<file path="src/rtl/uart_rx_fifo.sv">
// Receive byte buffer: 16-deep circular FIFO between the UART receiver and the UARTrd/UARTstat path.
// Read data is registered (1-cycle latency); writes to a full FIFO are dropped and flagged unless a read frees a slot that cycle.
module uart_rx_fifo #(
    parameter int DATA_BITS = 8,
    parameter int ADDR_W    = 4,
    parameter int CNT_W     = 5,
    parameter int AF_LEVEL  = 12
) (
    input  logic                 clk,
    input  logic                 reset,
    input  logic                 wrTick,
    input  logic [DATA_BITS-1:0] wrData,
    input  logic                 rdReq,
    input  logic                 clrOverrun,
    output logic [DATA_BITS-1:0] rdData,
    output logic                 rdValid,
    output logic                 empty,
    output logic                 full,
    output logic                 almostFull,
    output logic                 overrun,
    output logic [CNT_W-1:0]     count,
    output logic [7:0]           status
);

    localparam int DEPTH = 2 ** ADDR_W;
    localparam logic [CNT_W-1:0] DEPTH_CNT = CNT_W'(DEPTH);
    localparam logic [CNT_W-1:0] AF_CNT    = CNT_W'(AF_LEVEL);

    logic [DATA_BITS-1:0] mem [DEPTH];
    logic [ADDR_W-1:0]    wrPtr;
    logic [ADDR_W-1:0]    rdPtr;
    logic [CNT_W-1:0]     countReg;
    logic                 overrunReg;

    logic rdAccept;
    logic wrAccept;
    logic dropByte;

    // Flags come only from registered state, so rdReq never reaches an output combinationally.
    assign empty      = (countReg == '0);
    assign full       = (countReg == DEPTH_CNT);
    assign almostFull = (countReg >= AF_CNT);
    assign overrun    = overrunReg;
    assign count      = countReg;
    assign status     = {4'b0000, almostFull, overrunReg, full, empty};

    // A read in the same cycle frees the slot the incoming byte needs when full.
    assign rdAccept = rdReq && !empty;
    assign wrAccept = wrTick && (!full || rdAccept);
    assign dropByte = wrTick && full && !rdAccept;

    always_ff @(posedge clk) begin
        if (wrAccept) begin
            mem[wrPtr] <= wrData;
        end
    end

    always_ff @(posedge clk or posedge reset) begin
        if (reset) begin
            wrPtr <= '0;
        end else if (wrAccept) begin
            wrPtr <= wrPtr + 1'b1;
        end
    end

    always_ff @(posedge clk or posedge reset) begin
        if (reset) begin
            rdPtr   <= '0;
            rdData  <= '0;
            rdValid <= 1'b0;
        end else begin
            rdValid <= rdAccept;
            if (rdAccept) begin
                rdData <= mem[rdPtr];
                rdPtr  <= rdPtr + 1'b1;
            end
        end
    end

    always_ff @(posedge clk or posedge reset) begin
        if (reset) begin
            countReg <= '0;
        end else begin
            case ({wrAccept, rdAccept})
                2'b10:   countReg <= countReg + 1'b1;
                2'b01:   countReg <= countReg - 1'b1;
                default: countReg <= countReg;
            endcase
        end
    end

    // Set has priority so a drop coinciding with a clear is never lost.
    always_ff @(posedge clk or posedge reset) begin
        if (reset) begin
            overrunReg <= 1'b0;
        end else if (dropByte) begin
            overrunReg <= 1'b1;
        end else if (clrOverrun) begin
            overrunReg <= 1'b0;
        end
    end

endmodule

</file>
<file path="config.mk">
export PLATFORM = sky130hd
export DESIGN_NAME = uart_rx_fifo
export DESIGN_NICKNAME = d
export VERILOG_FILES = /design/src/rtl/uart_rx_fifo.sv
export SDC_FILE = /design/constraint.sdc
export NUM_CORES = 1
export LEC_CHECK = 0
export BUFFER_PORTS_ARGS = -buffer_cell sky130_fd_sc_hd__clkbuf_2
export CAP_MARGIN = 10
export CORE_ASPECT_RATIO = 0.75
export CORE_MARGIN = 1.5
export CORE_UTILIZATION = 40
export DETAILED_ROUTE_END_ITERATION = 10
export PLACE_DENSITY_LB_ADDON = 0.15
export SLEW_MARGIN = 10
export SYNTH_ARGS = -nofsm -noshare
export SYNTH_HDL_FRONTEND = slang
export SYNTH_SLANG_ARGS = --single-unit
</file>
<file path="constraint.sdc">
create_clock -name clk -period 4.9 [get_ports clk]
set_input_delay 0.98 -clock clk [delete_from_list [all_inputs] [get_ports clk]]
set_output_delay 0.98 -clock clk [all_outputs]
set_load 0.005 [all_outputs]
</file>
==> results_dict.tcl <==
set metrics [dict create \
    status "finished, final reports clean" \
    cp_top_family "simple AND/OR/NAND/NOR gates" \
    fin_nets 383 \
    cts_tree "yes" \
    die_x_um 147 \
    diodes 0 \
    vias 2999 \
    grt_usage_pct 16.0 \
    syn_to_final_growth_pct 14.7 \
    die_h_um 111 \
    post_cts_buffers 0 \
    critical-path-slowest-cell "nor4_4" \
    cts.sinks 151 \
    path_class "register to output port" \
    ios 39 \
    worstPathArrival_ps 1700 \
    seq_power_share_pct 42.0 \
    crit_path_max_incr_delay_ps 470 \
    dieArea_mm2 0.0163 \
    grt_pass1_wl_um 18600 \
    path_max_fanout 5 \
    hold_slack_ps 513 \
    synth_top_cell_by_area "edfxtp_1" \
    drt_iter0_drc 238 \
    clk_pin_slew_ps 70 \
    critPathCaptureType "output port" \
    worstMarginPinSlew_ps 957 \
    synthCells 323 \
    wl_met1_um 5680 \
    finalSetupTns_ps 0 \
    p_clk_share_pct 31.4 \
    first_global_vias 3085 \
    hpwlAfterDp_um 7540 \
    setup_ws_ps 2220 \
    final_area_mm2 0.00711 \
    finClkSkew_ps 9.88 \
    synth_top_area_share_pct 62.0 \
    syn-mean-instance-area_um2 19.2 \
    core_area_mm2 0.0152 \
    cts_root_buf "clkbuf_16" \
    finalPower_uw 4170 \
    gpl.final_weighted_congestion 0.733 \
    required_ps 3920 \
    wl_per_cell_um 20.9 \
    drc 0 \
    period_share_pct 54.6 \
    start_kind "register" \
    yosys_warnings 0 \
    p_leak_uw 0.00254 \
    port_buffers 34 \
    hold_buffers 0 \
    cts_buffer_depth 2 \
    wl_um 12100 \
    switchingPower_uw 1260 \
    peakVddDrop_uv 240 \
    setup_viol 0 \
    rows 39 \
    met2_wirelength_um 5810 \
    drv_cap 0 \
    viasPerCell 5.18 \
    ctsResizeCount 0 \
    insertion_delay_ps 420 \
    finalCriticalPeriod_ps 2680 \
    rsz0062_at_grt "no" \
    crit_chain "nor4_4, nand2_2, inv_1, clkbuf_2" \
    antenna_found_initial 0 \
    synth_cell_types 45 \
    fmax_mhz 374 \
    placed_area_mm2 0.00652 \
    top_layer "met4" \
    syn_area_mm2 0.00620 \
    path_buf_inv 2 \
    slew_headroom_pct 36.1 \
    grt.overflow.total 0 \
    start_util_pct 40.8 \
    drtPass1Iterations 4 \
    hp-class "register to register" \
    post-place-ws_ps 1840 \
    ant_nets 0 \
    p_comb_share_pct 26.6 \
    grt_max_degree 35 \
    r2r_setup_slack_ps 2250 \
    ys_top_cells_by_area "edfxtp_1, mux4_2, dfrtp_1" \
    hold_viol_final 0 \
    final_layout_size_suffix_gt1_share_pct 30.5 \
    swShare_pct 30.3 \
    powerDensity_mw_per_mm2 586 \
    p_int_uw 2910 \
    cts.htree.levels 4 \
    seq_area_frac_synth_pct 71.3 \
    dr_wl_met3_um 457 \
    numCtsBuffers 17 \
    drv_slew 0 \
    ys_ff_latch 151 \
]
-- cells in the final DEF (no fill, tap or decap), types with 9 or more instances in the layout --
cell type	synthesis	final
mux2i_1	16	16
xnor2_1	9	9
nand2_1	15	15
clkbuf_16	0	17
mux4_2	32	32
edfxtp_1	128	128
clkbuf_2	1	34
dfrtp_1	23	23
-- cells in the mapped netlist, drive strengths merged --
| master | number |
|---|---|
| mux4 | 32 |
| nand2b | 4 |
| buf | 18 |
| a2111oi | 1 |
| o221ai | 7 |
| a21oi | 2 |
| ha | 8 |
| o31a | 1 |
| edfxtp | 128 |
| a311oi | 1 |
| clkbuf | 3 |
| o21bai | 1 |
| nor2 | 4 |
| conb | 1 |
| nand3 | 1 |
| o211ai | 2 |
| dfrtp | 23 |
| o21a | 2 |
| and2 | 8 |
| nand2 | 16 |
| xnor2 | 9 |
| fa | 1 |
| and3 | 9 |
| mux2 | 2 |
| o21ai | 3 |
| nor2b | 2 |
| a21o | 2 |
| or2 | 1 |
| nor3 | 1 |
| nand4 | 2 |
| o22ai | 1 |
| nor4 | 1 |
| mux2i | 16 |
| inv | 10 |
-- registers in the layout (all words and copies together), names as in the netlist --
signal	flops
rdPtr	4
count	5
mem	128
overrun	1
rdValid	1
wrPtr	4
rdData	8
-- worst min-delay path: cells and delay by family (launching register included) --
| kind | cells | cell delay [ps] |
|---|---|---|
| simple gates | 1 | 50 |
| compound gates | 1 | 70 |
| flops | 1 | 350 |
-- area by class of cell --
cell class	count	area, um2
multi-input cells	144	1610
inverters	10	37.5
fillers	1293	8070
clock buffers	17	425
well taps	205	256
flip-flops and latches	151	4420
clock inverters	15	165
repair buffers	37	193
-- metal layers --
layer | GRT usage, % | vias to the layer above
met5 | 0 | -
met4 | 6.06 | 0
met3 | 3.74 | 15
met2 | 24.4 | 68
met1 | 22.4 | 1573
li1 | - | 1343
-- power groups by stage --
stage	logic (uW)	clock network [uW]	registers [uW]
3_5_place_dp	1130	0	1780
2_1_floorplan	885	0	1700
3_3_place_gp	1120	0	1770
4_1_cts	1130	1330	1760
6_report	1110	1310	1750
5_1_grt	1220	1390	1780
-- stage by stage --
step | instances | utilization (%)
floorplan | 326 | -
global placement | 547 | 42.9
detailed placement | 547 | 42.9
CTS | 579 | 46.8
global route | 579 | 46.8
finish | 579 | 46.8
-- cells by family (layout without fill, tap and decap cells) --
logic type | after synthesis | in the layout | share of synthesized area, %
muxes | 50 | 50 | 14.7
DFF | 151 | 151 | 71.3
adders and majority gates | 9 | 9 | 1.94
xor gates and xnor gates | 9 | 9 | 1.27
AOI/OAI and AO/OA | 23 | 23 | 3.27
other | 1 | 4 | 0.0605
and+or+nand+nor | 49 | 49 | 4.54
buffers and inverters | 31 | 79 | 2.89
-- path summary, 6_finish.rpt --
| path | depth (start not counted) | endpoint | startpoint |
|---|---|---|---|
| max in group asynchronous | 2 | rdData[3] | reset |
| min in group asynchronous | 2 | rdPtr[0] | reset |
| max | 4 | full | count[0] |
| max reg2reg | 10 | count[4] | count[0] |
| min | 2 | rdData[5] | rdData[5] |
| min reg2reg | 2 | rdData[5] | rdData[5] |
Note: power is estimated with default switching activity, not from simulation.
